==> config.mk <==
export PLATFORM = sky130hd
export DESIGN_NAME = adder_tree_ctrl
export DESIGN_NICKNAME = d
export VERILOG_FILES = /design/src/rtl/adder_tree_ctrl.sv
export SDC_FILE = /design/constraint.sdc
export NUM_CORES = 1
export LEC_CHECK = 0
export ABC_AREA = 1
export CORE_AREA = 2 2 142 144
export CTS_CLUSTER_SIZE = 10
export DETAILED_ROUTE_END_ITERATION = 7
export DIE_AREA = 0 0 144 146
export PLACE_DENSITY = 0.66
export SLEW_MARGIN = 10
export SYNTH_ARGS = -nofsm -noshare
export SYNTH_HDL_FRONTEND = slang
export SYNTH_SLANG_ARGS = --single-unit
==> constraint.sdc <==
create_clock -name clk -period 2.4 [get_ports clk]
set_input_delay 0.48 -clock clk [delete_from_list [all_inputs] [get_ports clk]]
set_output_delay 0.48 -clock clk [all_outputs]
set_load 0.005 [all_outputs]
==> src/rtl/adder_tree_ctrl.sv <==
// Sequencer in front of adder_tree: packs a 4-bit sample stream into lane frames, fires the tree,
// and accumulates NFRAME tree results per group. Optional WAIT timeout: ADT_CTRL_TIMEOUT_EN.
module adder_tree_ctrl #(
    parameter int unsigned NLANE   = 32,
    parameter int unsigned DW      = 4,
    parameter int unsigned SW      = 13,
    parameter int unsigned NFRAME  = 4,
    parameter int unsigned ACCW    = SW + $clog2(NFRAME),
    parameter int unsigned TIMEOUT = 16
) (
    input  logic                        clk,
    input  logic                        rst,
    input  logic                        s_valid,
    input  logic [DW-1:0]               s_data,
    input  logic                        s_last,
    output logic                        s_ready,
    output logic                        t_in_valid,
    output logic [NLANE*DW-1:0]         t_in_data,
    input  logic                        t_o_valid,
    input  logic [SW-1:0]               t_o_data,
    output logic                        m_valid,
    output logic [ACCW-1:0]             m_data,
    output logic [$clog2(NFRAME+1)-1:0] m_nfr,
    input  logic                        m_ready,
    output logic                        err
);

    localparam int unsigned IW = (NLANE > 1) ? $clog2(NLANE) : 1;
    localparam int unsigned FW = $clog2(NFRAME + 1);

    if (NFRAME < 1 || TIMEOUT < 1) begin : g_param_chk
        $error("adder_tree_ctrl: NFRAME and TIMEOUT must both be at least 1");
    end

    typedef enum logic [1:0] {
        ST_FILL,
        ST_FIRE,
        ST_WAIT,
        ST_OUT
    } state_e;

    state_e                     state_q, state_d;
    logic [NLANE-1:0][DW-1:0]   buf_q, buf_d;
    logic [IW-1:0]              idx_q, idx_d;
    logic [FW-1:0]              fcnt_q, fcnt_d;
    logic [ACCW-1:0]            acc_q, acc_d;
    logic                       last_q, last_d;
    logic                       done;
    logic [SW-1:0]              result;

`ifdef ADT_CTRL_TIMEOUT_EN
    localparam int unsigned WCW = $clog2(TIMEOUT + 1);
    logic [WCW-1:0]             wcnt_q, wcnt_d;
    logic                       err_q, err_d;
`endif

    always_comb begin
        state_d = state_q;
        buf_d   = buf_q;
        idx_d   = idx_q;
        fcnt_d  = fcnt_q;
        acc_d   = acc_q;
        last_d  = last_q;
        done    = 1'b0;
        result  = '0;
`ifdef ADT_CTRL_TIMEOUT_EN
        wcnt_d  = wcnt_q;
        err_d   = err_q;
`endif
        case (state_q)
            ST_FILL: begin
                if (s_valid) begin
                    buf_d[idx_q] = s_data;
                    idx_d        = idx_q + 1'b1;
                    if (idx_q == IW'(NLANE - 1) || s_last) begin
                        state_d = ST_FIRE;
                        last_d  = s_last;
                    end
                end
            end
            ST_FIRE: begin
                buf_d   = '0;
                idx_d   = '0;
                state_d = ST_WAIT;
`ifdef ADT_CTRL_TIMEOUT_EN
                wcnt_d  = '0;
`endif
            end
            ST_WAIT: begin
`ifdef ADT_CTRL_TIMEOUT_EN
                // A timed-out frame is booked as a zero result so the group still completes.
                if (t_o_valid) begin
                    done   = 1'b1;
                    result = t_o_data;
                end else if (wcnt_q == WCW'(TIMEOUT - 1)) begin
                    done   = 1'b1;
                    err_d  = 1'b1;
                end else begin
                    wcnt_d = wcnt_q + 1'b1;
                end
`else
                done   = t_o_valid;
                result = t_o_data;
`endif
                if (done) begin
                    acc_d  = acc_q + ACCW'(result);
                    fcnt_d = fcnt_q + 1'b1;
                    last_d = 1'b0;
                    if (fcnt_q == FW'(NFRAME - 1) || last_q)
                        state_d = ST_OUT;
                    else
                        state_d = ST_FILL;
                end
            end
            ST_OUT: begin
                if (m_ready) begin
                    acc_d   = '0;
                    fcnt_d  = '0;
                    state_d = ST_FILL;
                end
            end
            default: state_d = ST_FILL;
        endcase
    end

    always_ff @(posedge clk) begin
        if (rst) begin
            state_q <= ST_FILL;
            buf_q   <= '0;
            idx_q   <= '0;
            fcnt_q  <= '0;
            acc_q   <= '0;
            last_q  <= 1'b0;
`ifdef ADT_CTRL_TIMEOUT_EN
            wcnt_q  <= '0;
            err_q   <= 1'b0;
`endif
        end else begin
            state_q <= state_d;
            buf_q   <= buf_d;
            idx_q   <= idx_d;
            fcnt_q  <= fcnt_d;
            acc_q   <= acc_d;
            last_q  <= last_d;
`ifdef ADT_CTRL_TIMEOUT_EN
            wcnt_q  <= wcnt_d;
            err_q   <= err_d;
`endif
        end
    end

    // Outputs decode the registered state and are forced low for as long as rst is held.
    assign s_ready    = (state_q == ST_FILL) && !rst;
    assign t_in_valid = (state_q == ST_FIRE) && !rst;
    assign t_in_data  = t_in_valid ? buf_q : '0;
    assign m_valid    = (state_q == ST_OUT) && !rst;
    assign m_data     = m_valid ? acc_q : '0;
    assign m_nfr      = m_valid ? fcnt_q : '0;

`ifdef ADT_CTRL_TIMEOUT_EN
    assign err = err_q && !rst;
`else
    assign err = 1'b0;
`endif

endmodule

* Word level (Yosys, flattened, before mapping)
Index checks and enable logic that the tools add are counted.
** Operators by class
- Reduce and logical (&&, ||, !) cells :: 15
- Multiplexer cells :: 26
- $add $sub $neg :: 3
- Eq/ne operators :: 9
- Magnitude comparators :: 2
** Operators by type and width (number)
- $mux 128 :: 2
- $pmux 128 s2 :: 1
- $bwmux 128 :: 1
- $mux 15 :: 3
- $pmux 15 s2 :: 1
- $demux 4 s5 :: 1
- $add 15x13->15 :: 1
- $mux 2 :: 5
- $pmux 5 s2 :: 1
- $mux 3 :: 3
- $ne 2x2->1 const B :: 4
- $pmux 2 s4 :: 1
- $reduce_and 4->1 :: 2
- $lt 5x6->1 const B :: 1
- $pmux 3 s2 :: 1
- $reduce_bool 2->1 :: 3
- $add 5x1->5 const B :: 1
- $eq 5x5->1 const B :: 1
- $ge 5x1->1 const B :: 1
- $mux 5 :: 1
- $eq 2x2->1 const B :: 2
- $logic_and 1x1->1 :: 4
- $mux 4 :: 1
- $add 3x1->3 const B :: 1
- 9 further kinds :: 12
** Word-level totals
- Register bits after elaboration :: 154
- Bits of input ports :: 23
- Word-level logic and storage cells :: 92

* Logic depth before layout (Yosys ltp)
- Depth in word-level cells :: 7
- Gate-level depth with buffers :: 11
- Mapped depth without buffers :: 11

* Least setup slack after synthesis
OpenSTA, ideal clock, no wires.
- Path type :: input port to flip-flop
- From :: in t_o_data[0]
- To :: reg acc_q[14]
- Setup slack :: 0.522 ns
- Path buffers :: 0
- Library setup time :: 0.115 ns
- Cell stages on the path :: 10
- Arrival :: 1.763 ns
- Required time :: 2.285 ns
- Cells stage by stage :: ha_1 > fa_1 > nand3_1 > nand3_1 > nand2_1 > nand2_1 > nand2_1 > nand3_1 > a21oi_1 > nor2_1
** On the way
- Word-level cells in the longest chain between the ends :: 3
** RTL lines
- start: declaration :: line 20 : input logic [SW-1:0] t_o_data,
- $add 15x13->15 :: line 106 : acc_d = acc_q + ACCW'(result);
- $mux 15 :: line 105 : if (done) begin
- $pmux 15 s2 :: line 70 : case (state_q)
- end signal: assignment :: line 132 : acc_q <= '0;
- end signal: assignment :: line 143 : acc_q <= acc_d;
- end: declaration :: line 46 : logic [ACCW-1:0] acc_q, acc_d;
No other way between the ends. The select of a mux whose other input is x is not followed.
A chain may end at the register's enable or synchronous reset.

* Worst setup path after layout
- From :: reg state_q[0]
- To :: out t_in_data[120]
** On the way
- Word-level cells in the longest chain between the ends :: 3
** RTL lines
- start: declaration :: line 42 : state_e state_q, state_d;
- start signal: assignment :: line 139 : state_q <= state_d;
- $eq 2x1->1 :: line 154 : assign t_in_valid = (state_q == ST_FIRE) && !rst;
- $logic_and 1x1->1 :: line 154
- $mux 128 :: line 155 : assign t_in_data = t_in_valid ? buf_q : '0;
- end: declaration :: line 18 : output logic [NLANE*DW-1:0] t_in_data,
No other way between the ends.

==> flow_summary_export.csv <==
group,metric,value,unit
critical_path,criticalPathCategory,"reg -> out",
die,io_pins,173,
yosys,ys_warn_count,0,
finish,nNetsFinal,1482,
critical_path,end_kind,"output pin",
finish,drive_above_1_share,0.130,
timing,grt_setup_unrepaired,"yes",
critical_path,crit_fanout,8,
power,ir_worst_vdd,566,uV
die,rows,51,
critical_path,path_cells,"inv_2 > nor2_4 > inv_2 > nor2_4 > inv_8 > buf_4 > buf_4 > nor2_1 > dlygate4sd2_1",
finish,layout_common_cells,"nand2_1 (357), nor2_1 (197), inv_1 (196)",
die,initial_utilization,0.408,
timing,worst_slew_pin_slew,0.907,ns
detailed_routing,totalWireLength,23000,um
timing,fin_worst_skew,0.00877,ns
die,core_area,19300,um^2
worst_hold_path,min_path_type,"reg -> reg",
detailed_routing,dr_total_vias,8062,
placed_design,dp_hpwl,15600,um
yosys,ys_seq_elements,154,
finish,antenna_cells,0,
detailed_routing,avgViaCountPerCell,4.70,
power,p_leak,4.93,nW
detailed_routing,wl_per_cell,13.4,um
yosys,syn_nets,1296,
placed_design,place_area,10100,um^2
yosys,synth_mux_area_frac,0,
power,p_sw,2.13,mW
timing,slew_violations,0,
critical_path,r2r-start,"idx_q[3]",
yosys,yosys.area.top_type,"dfxtp_1",
critical_path,cp_slowest_stage_delay,0.37,ns
yosys,syn-mean-instance-area,6.30,um^2
die,die_area,21000,um^2
finish,area_growth,35.1,%
yosys,synth.top_cell.area_share,0.391,
detailed_routing,drtIter0Drc,502,
yosys,synth_top_family_by_area,"simple AND/OR/NAND/NOR gates",
clocking,cts_max_level,4,
clocking,cts.root.buffer_cell,"clkbuf_16",
power,switching_share,0.326,
yosys,synth.distinct_cells,26,
power,pwr-share-clk,0.410,
finish,final_common_cell,"nand2_1",
detailed_routing,drtAntennaViolNets,0,
timing,min_period_over_period,0.988,
status,status,"finished, final reports clean",
yosys,syn-cell-area,7890,um^2
power,combPwrFrac,0.184,
power,p_int,4.40,mW
placed_design,gp_congestion,0.871,
critical_path,crit_arrival,1.89,ns
worst_hold_path,min_from,"buf_q[38]",
global_routing,grt_pass1_vias,7142,
power,power_density,613,nW/um^2
timing,finalSetupViolations,0,
placed_design,io_buffers,171,
timing,finalHoldViolations,0,
yosys,synth_area_leaders,"dfxtp_1 (39%), nand2_1 (17%), a21oi_1 (10%)",
timing,slew_headroom,0.396,
critical_path,crit_path_top_delay_cell,"dfxtp_4",
clocking,clk_path_buf_depth,2,
detailed_routing,route.detailed.drc,0,
flow_run,max_cap_viol_count,0,
finish,final_cell_area,10700,um^2
global_routing,grt.overflow.total,0,
die,die-width,144,um
clocking,clk_latency,0.43,ns
clocking,cts_buffers,17,
global_routing,grt_usage,0.212,
finish,post-route-util,0.551,
yosys,synth_fa_ha_area_frac,0.0343,
global_routing,grt_max_degree,89,
yosys,synthSimpleGateAreaFrac,0.336,
yosys,synthXorXnorAreaFrac,0,
yosys,synthCells,1252,
yosys,yosysSeqAreaShare,0.391,
critical_path,startpoint,"state_q[0]",
power,p_seq_frac,0.406,
timing,layout_min_cycle_time,2.37,ns
detailed_routing,dr.pass1.iters,5,
global_routing,grt_first_pass_wirelength,35800,um
critical_path,cp.required,1.92,ns
global_routing,antenna_found_initial,0,
clocking,cts_tree,"yes",
timing,fmax,422,MHz
die,die-height,146,um
clocking,clkTransAtPathRegs,0.07,ns
clocking,clock-sinks,154,
yosys,synth_compound_area_frac,0.113,
critical_path,worst_setup_path_start_kind,"register",
-- cell families (layout without fill, tap and decap cells) --
group / Yosys count / after routing
other cells: 1 / 1
fa+ha+maj: 21 / 21
compound gates: 175 / 175
flops: 154 / 154
buf+inv: 256 / 455
simple gates: 645 / 645
-- final cells by class --
class                   count  area [um^2]
repair buffers            218         2000
inverters                 204          774
multi-input cells         842         3870
clock buffers              18          439
well taps                 265          332
clock inverters            14          143
flip-flops and latches    154         3090
repair inverters            1         6.26
fillers                  1902         8680
-- sequential cells by signal, indices dropped and copies added (netlist names) --
signal	cells
state_q	2
idx_q	5
fcnt_q	3
buf_q	128
last_q	1
acc_q	15
-- stage by stage --
| stage | hold slack, ns | power (mW) | setup slack [ns] | std cells | setup TNS (ns) |
|---|---|---|---|---|---|
| after floorplan | 0.439 | 3.43 | 0.522 | 1252 | 0 |
| after global placement | 0.448 | 3.84 | 0.00246 | 1674 | 0 |
| after detailed placement | 0.453 | 3.84 | -0.0000659 | 1674 | -0.0000659 |
| after CTS | 0.462 | 6.53 | -0.156 | 1712 | -5.91 |
| after global routing | 0.472 | 6.82 | -0.0833 | 1716 | -0.0963 |
| final | 0.460 | 6.54 | 0.0292 | 1716 | 0 |
-- Yosys cell counts (all sizes together) --
library cell	number
a211oi	3
a21oi	160
buf	22
clkbuf	30
clkinv	2
conb	1
dfxtp	154
fa	1
ha	20
inv	202
nand2	361
nand3	34
nand3b	1
nand4	8
nor2	213
nor3	17
nor4	10
o211ai	1
o21a	2
o21ai	9
or2	1
-- routing by layer --
metal,global-route usage,share of wire,vias to the layer above
met2,0.340,0.46,204
met5,0,0,-
met3,0.0431,0.051,22
met4,0.0603,0.015,0
met1,0.287,0.48,3636
li1,-,-,4200
-- timing repair --
action / in CTS / in global routing
cloned: 1 / 2
setup buffers: 5 / 2
endpoints found under the setup margin: 146 / 62
gates resized for setup: 92 / 200
hold buffers: 0 / 0
pin swaps: 1 / 1
hold endpoints to repair: 0 / 0
-- power groups by stage --
stage / sequential, mW / combinational, mW / clock (mW)
after global placement: 2.71 / 1.13 / 0
after global routing: 2.66 / 1.32 / 2.84
after detailed placement: 2.71 / 1.13 / 0
after floorplan: 2.70 / 0.737 / 0
final: 2.66 / 1.20 / 2.68
after CTS: 2.66 / 1.16 / 2.72
-- path summary, 6_finish.rpt --
check | slack [ns] | endpoint | cells after the start
hold / removal | 0.46 | buf_q[38] | 2
setup / recovery | 0.03 | t_in_data[120] | 9
setup reg to reg | 0.37 | buf_q[78] | 6
hold reg to reg | 0.46 | buf_q[38] | 2
-- worst max-delay path: cells and delay by family, from the launching register on --
kind | cells | cell delay (ns)
buf+inv | 6 | 0.75
flops | 1 | 0.37
simple gates | 3 | 0.34
(Power assumes the default switching activity.)
